**src/rtl/fetch_decode_buf.sv**
```systemverilog
// Fetch-to-decode instruction FIFO with valid/ready head and redirect flush.
// Optional same-cycle bypass of an empty buffer: define FETCH_BUF_BYPASS_EN.
module fetch_decode_buf #(
  parameter int DEPTH = 2,
  parameter int WIDTH = 32
) (
  input  logic                     clk,
  input  logic                     rst,
  input  logic                     fetch_i_valid,
  input  logic [WIDTH-1:0]         fetch_i_pc,
  input  logic [WIDTH-1:0]         fetch_i_pre_pc,
  input  logic [WIDTH-1:0]         fetch_i_instr,
  input  logic                     fetch_i_commit,
  output logic                     fetch_o_ready,
  input  logic                     ctrl_i_flush,
  input  logic                     decode_i_ready,
  output logic                     regD_o_valid,
  output logic [WIDTH-1:0]         regD_o_pc,
  output logic [WIDTH-1:0]         regD_o_pre_pc,
  output logic [WIDTH-1:0]         regD_o_instr,
  output logic                     regD_o_commit,
  output logic [$clog2(DEPTH):0]   buf_o_count
);

  localparam int AW = $clog2(DEPTH);
  localparam int CW = AW + 1;
  localparam int EW = 3 * WIDTH + 1;

  logic [EW-1:0] mem_reg [DEPTH];
  logic [AW-1:0] wr_ptr_reg, rd_ptr_reg;
  logic [CW-1:0] count_reg, count_next;

  logic          full, empty;
  logic          push, pop;
  logic          do_write, do_read;
  logic          bypass_active;
  logic [EW-1:0] fetch_entry, head_entry;
  logic [DEPTH-1:0] wr_sel;

  assign full  = (count_reg == CW'(DEPTH));
  assign empty = (count_reg == '0);
  assign fetch_o_ready = !full;

  assign fetch_entry = {fetch_i_pc, fetch_i_pre_pc, fetch_i_instr, fetch_i_commit};

`ifdef FETCH_BUF_BYPASS_EN
  assign bypass_active = empty && fetch_i_valid && !ctrl_i_flush;
  assign regD_o_valid  = !ctrl_i_flush && (!empty || bypass_active);
  assign head_entry    = bypass_active ? fetch_entry : mem_reg[rd_ptr_reg];
`else
  assign bypass_active = 1'b0;
  assign regD_o_valid  = !empty;
  assign head_entry    = mem_reg[rd_ptr_reg];
`endif

  assign push = fetch_i_valid && fetch_o_ready && !ctrl_i_flush;
  assign pop  = regD_o_valid && decode_i_ready && !ctrl_i_flush;

  // A bypassed entry consumed by decode never touches storage or pointers.
  assign do_write = push && !(bypass_active && decode_i_ready);
  assign do_read  = pop && !bypass_active;

  assign {regD_o_pc, regD_o_pre_pc, regD_o_instr, regD_o_commit} = head_entry;
  assign buf_o_count = count_reg;

  generate
    for (genvar gi = 0; gi < DEPTH; gi++) begin : g_wr_sel
      assign wr_sel[gi] = do_write && (wr_ptr_reg == AW'(gi));
    end
  endgenerate

  always_comb begin
    count_next = count_reg;
    case ({do_write, do_read})
      2'b10:   count_next = count_reg + CW'(1);
      2'b01:   count_next = count_reg - CW'(1);
      default: count_next = count_reg;
    endcase
  end

  // Storage is cleared on reset so the head reads as zero while empty.
  always_ff @(posedge clk or posedge rst) begin
    if (rst) begin
      for (int i = 0; i < DEPTH; i++) mem_reg[i] <= '0;
    end else begin
      for (int i = 0; i < DEPTH; i++) begin
        if (wr_sel[i]) mem_reg[i] <= fetch_entry;
      end
    end
  end

  always_ff @(posedge clk or posedge rst) begin
    if (rst) begin
      wr_ptr_reg <= '0;
      rd_ptr_reg <= '0;
      count_reg  <= '0;
    end else if (ctrl_i_flush) begin
      wr_ptr_reg <= '0;
      rd_ptr_reg <= '0;
      count_reg  <= '0;
    end else begin
      if (do_write) wr_ptr_reg <= wr_ptr_reg + AW'(1);
      if (do_read)  rd_ptr_reg <= rd_ptr_reg + AW'(1);
      count_reg <= count_next;
    end
  end

endmodule

```
**config.mk**
```make
export PLATFORM = sky130hd
export DESIGN_NAME = fetch_decode_buf
export DESIGN_NICKNAME = d
export VERILOG_FILES = /design/src/rtl/fetch_decode_buf.sv
export SDC_FILE = /design/constraint.sdc
export NUM_CORES = 1
export LEC_CHECK = 0
export CAP_MARGIN = 20
export CORE_MARGIN = 3
export CORE_UTILIZATION = 50
export DETAILED_ROUTE_END_ITERATION = 6
export PLACE_DENSITY = 0.89
export REMOVE_ABC_BUFFERS = 1
export SLEW_MARGIN = 20
export SYNTH_ARGS = -nofsm -noshare
export SYNTH_HDL_FRONTEND = slang
export SYNTH_SLANG_ARGS = --single-unit
```
**constraint.sdc**
```tcl
create_clock -name clk -period 10 [get_ports clk]
set_clock_uncertainty 0.2 [all_clocks]
set_input_delay 2 -clock clk [delete_from_list [all_inputs] [get_ports clk]]
set_output_delay 2 -clock clk [all_outputs]
set_load 0.01 [all_outputs]
```
==> qor.yml, run 1 <==
status: "finished clean"
maxCapViolations: 0
grt_setup_unrepaired: "no"
fmax_mhz: 193
antennaDiodeCount: 0
dp_hpwl_mm: 12.1
grt_pass1_wl_mm: 29.1
largest_reg_flops: 194
post-cts-setup-buffers: 0
grt_start_max_net_pins: 140
die_x_um: 137
synth_common_cells: "mux2_2 (261), dfrtp_1 (198), mux2_1 (30)"
synth_edf_count: 0
globalplace.congestion: 0.814
worstSetupPathType: "reg -> out"
finalMaxSlewViolations: 0
arrival_ns: 2.98
ant_nets: 0
yosysTopAreaCell: "dfrtp_1"
cts_buffers: 17
core_area_um2: 16600
cts_root_buf: "clkbuf_16"
pwr_density_cell_nw_per_um2: 215
io_pins: 203
yosysUniqueCellTypes: 23
min_period_over_period_pct: 51.8
routed-via-count: 5173
slew_headroom_pct: 39.0
start_util_pct: 51.4
ys_seq_elements: 198
place_inst: 938
viasPerCell: 5.33
drc_errors: 0
cts_tree: "built"
layout.nets: 839
cts.repair.resized: 0
synthCells: 542
clock_sinks: 198
dieArea_um2: 18700
hold_viol: 0
hp-class: "reg -> reg"
grt_pass1_vias: 5767
p_leak_nw: 4.68
dr.pass1.iters: 4
tightest_slew_ns: 0.914
seq_area_um2: 4960
layout-drive-gt1-share_pct: 40.8
clk_path_buf_depth: 2
die_h_um: 137
async_reset_ff_share_pct: 100
rows: 47
clock_latency_ns: 0.41
ir_drop_mv: 0.124
hold_buffers: 0
area_growth_pct: 32.5
cp.required_ns: 7.80
synth.most_common_cell: "mux2_2"
synth.avg_cell_area_um2: 15.8
critPathCaptureType: "output pin"
finalCriticalPeriod_ns: 5.18
yosysWarnings: 0
grt_usage_pct: 19.7
htree_levels: 4
synth_top_flop_cell: "dfrtp_1"
clk_pin_slew_ns: 0.07
totalWireLength_mm: 18.2
port-buffer-count: 202
setup_tns_ns: 0
wl_per_cell_um: 18.8
synth_area_leaders: "dfrtp_1 (58%), mux2_2 (34%), mux2_1 (4.0%)"
yosysTopAreaCellShare_pct: 58.0
stdcell_count: 970
critPathMaxFanout: 58
drt_iter0_drc: 166
finalSetupViolations: 0
fill_cells: 1120
yosysSeqAreaShare_pct: 58.0
cp-start-kind: "register"
multiInputGateArea_um2: 3430
grt-ovfl-total: 0
antenna_found_initial: 0
syn_area_um2: 8550
==> layout make-up <==
type / instances / share of cell area (%)
clock inverter: 14 / 1.23
tap: 220 / 2.43
sequential: 198 / 43.8
inverter: 3 / 0.166
timing repair buffer: 207 / 18.2
clock buffer: 18 / 3.88
multi-input combinational: 310 / 30.3
==> worst max-delay path, stage by stage (launching register included) <==
cell and delay, ns:
dfrtp_4 0.80, buf_4 0.74, mux2_2 0.43, clkdlybuf4s50_1 0.50
==> kinds of logic (layout without fill, tap and decap cells) <==
kind of cell	after synthesis	count (layout)	synth area share, %
AOI/OAI and AO/OA	8	8	0.527
xor gates and xnor gates	1	1	0.102
buffers and inverters	34	242	1.98
DFF	198	198	58.0
muxes	292	292	38.5
and+or+nand+nor	9	9	0.966
==> per-layer routing <==
layer | wire length (um) | global-route usage [%] | vias up
li1 | - | - | 2338
met1 | 7550 | 24.4 | 2679
met2 | 9370 | 34.5 | 134
met3 | 999 | 4.74 | 22
met4 | 289 | 5.71 | 0
met5 | 0 | 0 | -
==> where the power goes <==
group / total [mW] / internal [mW] / switching [mW]
clock: 0.668 / 0.357 / 0.310
combinational: 0.669 / 0.434 / 0.236
sequential: 1.10 / 0.997 / 0.101
==> path summary, 6_finish.rpt <==
path | startpoint | endpoint | slack [ns] | depth (start not counted)
max | rd_ptr_reg | regD_o_pc[22] | 4.82 | 3
min in group asynchronous | rst | mem_reg[191] | 1.99 | 2
max reg2reg | buf_o_count[1] | mem_reg[31] | 7.06 | 5
max in group asynchronous | rst | rd_ptr_reg | 6.25 | 3
min | mem_reg[100] | mem_reg[100] | 0.29 | 1
min reg2reg | mem_reg[100] | mem_reg[100] | 0.29 | 1
==> stage by stage <==
stage | cell area [um2] | utilization, % | power [mW] | hold WS [ns] | worst slack (ns)
after detailed placement | 10700 | 64.6 | 1.79 | 0.274 | 5.21
after CTS | 11300 | 68.0 | 2.46 | 0.289 | 4.82
after global routing | 11300 | 68.0 | 2.56 | 0.305 | 4.70
final | 11300 | 68.0 | 2.44 | 0.286 | 4.82
after floorplan | 8390 | - | 1.46 | 0.254 | 2.40
after global placement | 10700 | 64.6 | 1.74 | 0.263 | 5.28
==> cells in the final DEF, fill, tap and decap left out <==
cell,netlist,final
inv_2,1,1
inv_1,2,1
nor3b_1,1,1
or3_1,1,1
clkbuf_8,0,1
dfrtp_1,198,197
clkinvlp_4,0,3
nor2b_2,1,1
clkdlybuf4s50_1,0,202
clkinv_4,0,3
o21ai_0,2,2
nor2_1,1,1
bufinv_16,0,1
nor4_4,1,1
inv_8,0,2
mux2i_1,1,1
a21o_1,1,1
a21oi_1,4,4
nand3b_1,1,1
clkinv_2,0,1
nand4b_4,0,1
xor2_1,1,1
inv_6,0,5
clkbuf_16,0,17
dfrtp_4,0,1
mux2_2,261,261
or2_2,2,2
mux2_1,30,30
o211ai_1,1,1
buf_4,6,5
No activity file was read; power rests on OpenSTA's default activity.
==> run 2, diff against run 1 <==
--- a/config.mk
+++ b/config.mk
@@ -7,9 +7,9 @@
 export LEC_CHECK = 0
 export CAP_MARGIN = 20
 export CORE_MARGIN = 3
-export CORE_UTILIZATION = 50
+export CORE_UTILIZATION = 45
 export DETAILED_ROUTE_END_ITERATION = 6
-export PLACE_DENSITY = 0.89
+export PLACE_DENSITY = 0.85
 export REMOVE_ABC_BUFFERS = 1
 export SLEW_MARGIN = 20
 export SYNTH_ARGS = -nofsm -noshare
==> constraint.sdc (replaced) <==
create_clock -name clk -period 4.3 [get_ports clk]
set_clock_uncertainty 0.2 [all_clocks]
set_input_delay 0.86 -clock clk [delete_from_list [all_inputs] [get_ports clk]]
set_output_delay 0.86 -clock clk [all_outputs]
set_load 0.01 [all_outputs]
==> run 2 against run 1 <==
  * Global-route usage down 1.6 points
  * Flip-flop and latch count unchanged
  * Register-to-register slack worse by 5.3 ns
  * Worst setup slack worse by 4.0 ns
  * Hold slack worse by 0.0019 ns
  * Cell count up 1.6%
  * Sequential power up 130%
  * Critical endpoint is now regD_o_instr[15]
==> qor.yml, run 2 (synthesis results as in run 1) <==
ir_drop_mv: 0.265  # +110%
drc_errors: 0  # unchanged
slew_headroom_pct: 50.4  # +11 points
finish.utilization_pct: 62.7  # -5.4 points
dpl_cell_area_um2: 10900  # +1.1%
p_leak_nw: 4.75  # +1.6%
rows: 49  # +4.3%
netSwitchingFraction_pct: 25.9  # -0.68 points
p_seq_share_pct: 44.0  # -1.1 points
seq_area_um2: 4960  # unchanged
wl_per_cell_um: 18.6  # -0.81%
arrival_ns: 2.40  # -0.58 ns
hold_buffers: 0  # unchanged
tightest_slew_ns: 0.744  # -0.170 ns
io_pins: 203  # unchanged
totalWireLength_mm: 18.4  # +0.83%
layout_setup_ws_ns: 0.838  # -3.98 ns
critPathMaxFanout: 30  # -48%
p_clk_share_pct: 28.9  # +1.5 points
p_comb_share_pct: 27.1  # -0.4 points
clk_path_buf_depth: 2  # unchanged
layout_common_cells: "mux2_2 (261), clkdlybuf4s50_1 (202), dfrtp_1 (197)"
area_growth_pct: 34.4
worstReg2RegEnd: "mem_reg[34]"
finalSetupViolations: 0  # unchanged
dr.pass1.iters: 4  # unchanged
hold_viol: 0  # unchanged
clock_latency_ns: 0.42  # about the same
multiInputGateArea_um2: 3430  # unchanged
core_area_um2: 18300  # +10%
dp_hpwl_mm: 12.7  # +5.3%
grt_pass1_vias: 5861  # +1.6%
start_util_pct: 46.6  # -4.7 points
grt_start_max_net_pins: 111  # -21%
finalCriticalPeriod_ns: 3.46
routed-via-count: 5142  # -0.60%
layout.nets: 846  # +0.83%
min_to: "mem_reg[107]"
htree_levels: 4  # unchanged
pwr_density_cell_nw_per_um2: 504  # +130%
globalplace.congestion: 0.813  # about the same
die_x_um: 144  # +5.2%
finalMaxSlewViolations: 0  # unchanged
cts.repair.resized: 0  # unchanged
fmax_mhz: 289
drt_iter0_drc: 135  # -19%
dp_slack_ns: 1.08  # -4.13 ns
min_delay_path_depth: 1  # unchanged
status: "finished clean"
grt_pass1_wl_mm: 29.7  # +2.1%
viasPerCell: 5.22  # -2.2%
worstSetupPathType: "reg -> out"
final_common_cell: "mux2_2"
hp-class: "reg -> reg"
post-cts-setup-buffers: 0  # unchanged
cp-start-kind: "register"
port-buffer-count: 202  # unchanged
layout-drive-gt1-share_pct: 41.2  # +0.42 points
min_period_over_period_pct: 80.5
stdcell_area_um2: 11500  # +1.4%
p_switching_mw: 1.50  # +130%
worstHoldStart: "mem_reg[107]"
cts_root_buf: "clkbuf_16"
cts_tree: "built"
antennaDiodeCount: 0  # unchanged
p_int_mw: 4.29  # +140%
maxCapViolations: 0  # unchanged
regToRegSetupSlack_ns: 1.79  # -5.27 ns
fill_cells: 1323  # +18%
grt-ovfl-total: 0  # unchanged
clock_sinks: 198  # unchanged
dieArea_um2: 20700  # +11%
cp.required_ns: 3.24  # -4.56 ns
p_total_mw: 5.79  # +140%
reg2reg_from: "buf_o_count[1]"
grt_setup_unrepaired: "no"
critPathCaptureType: "output pin"
clk_pin_slew_ns: 0.07  # about the same
largest_reg_flops: 194  # unchanged
cts_buffers: 17  # unchanged
ant_nets: 0  # unchanged
reg2reg_depth: 5  # unchanged
grt_usage_pct: 18.1  # -1.6 points
die_h_um: 144  # +5.2%
antenna_found_initial: 0  # unchanged
[run 2: cell types whose count changed in the layout (fill, tap and decap cells not counted)]
cell | before | now
buf_4 | 5 | 8
inv_6 | 5 | 2
bufinv_16 | 1 | 3
clkinv_4 | 3 | 2
clkbuf_1 | 0 | 1
clkinvlp_4 | 3 | 2
buf_12 | 0 | 4
clkinv_2 | 1 | 0
inv_8 | 2 | 5
[run 2: power by group through the flow]
| stage | clock, mW | combinational (mW) | sequential (mW) |
|---|---|---|---|
| 6_report | 1.67 | 1.57 | 2.55 |
| 5_1_grt | 1.78 | 1.69 | 2.61 |
| 4_1_cts | 1.71 | 1.60 | 2.55 |
| 3_5_place_dp | 0 | 1.58 | 2.59 |
| 3_3_place_gp | 0 | 1.53 | 2.54 |
| 2_1_floorplan | 0 | 0.880 | 2.51 |
[run 2: metrics by stage]
step                      std cells  setup TNS, ns  hold slack, ns
final                           986              0           0.284
after global routing            986              0           0.310
after CTS                       986              0           0.290
after detailed placement        954              0           0.273
after global placement          954              0           0.263
after floorplan                 511        -475.50           0.254
[run 2: per-layer routing]
layer  track usage [%]  vias to the layer above  part of all wire, %
met4              5.55                        0                  1.5
met2              32.4                      156                   52
met1              21.6                     2614                   41
li1                  -                     2351                    -
met3              4.39                       21                  5.4
met5                 0                        -                    0
[run 2: worst max-delay path, stage by stage (launching register included)]
cell and delay (ns):
dfrtp_4 0.73, buf_4 0.37, mux2_2 0.38, clkdlybuf4s50_1 0.48
[run 2: layout make-up]
cell class                      instances  area share, %
Sequential cell                       198           43.2
Multi-Input combinational cell        310           29.9
Timing Repair Buffer                  214           18.8
Clock buffer                           19           3.86
Tap cell                              229           2.49
Clock inverter                         13           1.61
Inverter                                3          0.163
[run 2: how the worst max path moves through the flow]
stage | start | end | depth (start not counted)
2_1_floorplan | rst | buf_o_count[0] | 1
3_3_place_gp | fetch_i_valid | mem_reg[77] | 4
3_5_place_dp | ctrl_i_flush | mem_reg[34] | 4
4_1_cts | rd_ptr_reg | regD_o_instr[14] | 3
5_1_grt | rd_ptr_reg | regD_o_instr[6] | 3
6_report | rd_ptr_reg | regD_o_instr[15] | 3
==> run 3, diff against run 2 <==
==> constraint.sdc (replaced) <==
create_clock -name clk -period 3.1 [get_ports clk]
set_clock_uncertainty 0.2 [all_clocks]
set_input_delay 0.62 -clock clk [delete_from_list [all_inputs] [get_ports clk]]
set_output_delay 0.62 -clock clk [all_outputs]
set_load 0.01 [all_outputs]
==> run 3 against run 2 <==
  * Die area is the same
  * Non-clock buffer count shrank 1
  * Cell count shrank 0.10%
  * Power grew 35%
  * Sequential share of layout area grew 0.18 points
  * Count of clock-buffer cells in the layout shrank 1
  * Via count grew 1.4%
  * Sequential power grew 38%
  * Flip-flop and latch count is the same
  * Worst setup slack lost 0.73 ns
  * Critical path depth is the same
  * First-iteration DRC count grew 24%
  * Critical endpoint is now regD_o_instr[3]
  * Largest cell class unchanged
==> qor.yml, run 3 (synthesis results as in run 1) <==
cts_root_buf: "clkbuf_16"
routed-via-count: 5215  # +1.4%
fill_cells: 1353  # +2.3%
io_pins: 203  # unchanged
arrival_ns: 2.18  # -0.22 ns
viasPerCell: 5.29  # +1.5%
layout-drive-gt1-share_pct: 41.1  # -0.078 points
grt_pass1_wl_mm: 29.7  # -0.16%
largest_reg_flops: 194  # unchanged
fmax_mhz: 334
clk_pin_slew_ns: 0.07  # about the same
p_leak_nw: 4.72  # -0.64%
start_util_pct: 46.6  # unchanged
layout_common_cells: "mux2_2 (261), clkdlybuf4s50_1 (202), dfrtp_1 (197)"
tightest_slew_ns: 0.478  # -0.266 ns
hold_buffers: 0  # unchanged
die_x_um: 144  # unchanged
drt_iter0_drc: 168  # +24%
layout.nets: 845  # -0.12%
dp_hpwl_mm: 12.7  # -0.38%
rows: 49  # unchanged
hp-class: "reg -> reg"
cts_tree: "built"
dpl_cell_area_um2: 10900  # +0.28%
clock_latency_ns: 0.42  # about the same
finalMaxSlewViolations: 0  # unchanged
maxCapViolations: 0  # unchanged
slew_headroom_pct: 67.9  # +18 points
setup_tns_ns: 0  # unchanged
ant_nets: 0  # unchanged
post-cts-setup-buffers: 0  # unchanged
hold_viol: 0  # unchanged
clk_path_buf_depth: 2  # unchanged
antennaDiodeCount: 0  # unchanged
area_growth_pct: 33.8
port-buffer-count: 202  # unchanged
cp.required_ns: 2.28  # -0.96 ns
grt_setup_unrepaired: "no"
cts_buffers: 17  # unchanged
finish.utilization_pct: 62.4  # -0.26 points
dieArea_um2: 20700  # unchanged
min_period_over_period_pct: 96.7
drc_errors: 0  # unchanged
place_inst: 953  # -0.10%
globalplace.congestion: 0.787  # -3.3%
finalSetupViolations: 0  # unchanged
critPathMaxFanout: 50  # +67%
stdcell_area_um2: 11400  # -0.41%
totalWireLength_mm: 18.5  # +0.80%
finalCriticalPeriod_ns: 3.00
cp-start-kind: "register"
grt_usage_pct: 18.1  # +0.030 points
dr.pass1.iters: 4  # unchanged
grt-ovfl-total: 0  # unchanged
grt_pass1_vias: 5789  # -1.2%
regToRegSetupSlack_ns: 0.94  # -0.85 ns
die_h_um: 144  # unchanged
core_area_um2: 18300  # unchanged
ir_drop_mv: 0.465  # +75%
final_common_cell: "mux2_2"
status: "finished clean"
clock_sinks: 198  # unchanged
grt_start_max_net_pins: 79  # -29%
worstSetupPathType: "reg -> out"
antenna_found_initial: 0  # unchanged
wl_per_cell_um: 18.8  # +0.90%
stdcell_count: 985  # -0.10%
htree_levels: 4  # unchanged
critPathCaptureType: "output pin"
pwr_density_cell_nw_per_um2: 681  # +35%
cts.repair.resized: 0  # unchanged
## run 3: cell count changes in the layout (fill, tap and decap cells not counted), moves of 2 or more
cell	delta
buf_12	+3
buf_4	-4
clkinv_4	+2
bufinv_16	-3
clkinv_2	+2
## run 3: path summary, 6_finish.rpt
| check | start | end | cells after the start |
|---|---|---|---|
| setup / recovery | rd_ptr_reg | regD_o_instr[3] | 3 |
| hold / removal | mem_reg[125] | mem_reg[125] | 1 |
| setup reg to reg | buf_o_count[1] | mem_reg[72] | 5 |
| hold reg to reg | mem_reg[125] | mem_reg[125] | 1 |
| max in group asynchronous | rst | mem_reg[40] | 3 |
| min in group asynchronous | rst | mem_reg[125] | 2 |
## run 3: per-layer routing
metal	wire (um)	share of wire, %	GRT usage, %
met1	7610	41	21.6
met3	958	5.2	4.99
met5	0	0	0
met2	9570	52	31.9
met4	370	2.0	5.90
## run 3: area by class of cell
class	instances	area, um2	area share [%]
clock inverters	14	121	1.06
flip-flops and latches	198	4960	43.3
well taps	229	287	2.50
repair buffers	213	2190	19.2
multi-input cells	310	3430	30.0
inverters	3	18.8	0.164
clock buffers	18	429	3.75
## run 3: power breakdown
| part | total [mW] | internal [mW] | switching [mW] |
|---|---|---|---|
| registers | 3.53 | 3.22 | 0.312 |
| logic | 2.19 | 1.42 | 0.771 |
| clock network | 2.07 | 1.05 | 1.02 |
| total | 7.79 | 5.69 | 2.10 |
## run 3: metrics by stage
| step | worst slack [ns] | hold WS [ns] | total power, mW |
|---|---|---|---|
| 5_1_grt | 0.0272 | 0.300 | 8.20 |
| 3_5_place_dp | 0.231 | 0.272 | 5.79 |
| 3_3_place_gp | 0.267 | 0.263 | 5.65 |
| 6_report | 0.103 | 0.288 | 7.79 |
| 2_1_floorplan | -3.12 | 0.254 | 4.71 |
| 4_1_cts | 0.0587 | 0.289 | 7.88 |
## run 3: critical path, stage by stage, from the launching register on
cell and delay (ns):
dfrtp_4 0.54, buf_12 0.31, mux2_2 0.39, clkdlybuf4s50_1 0.50
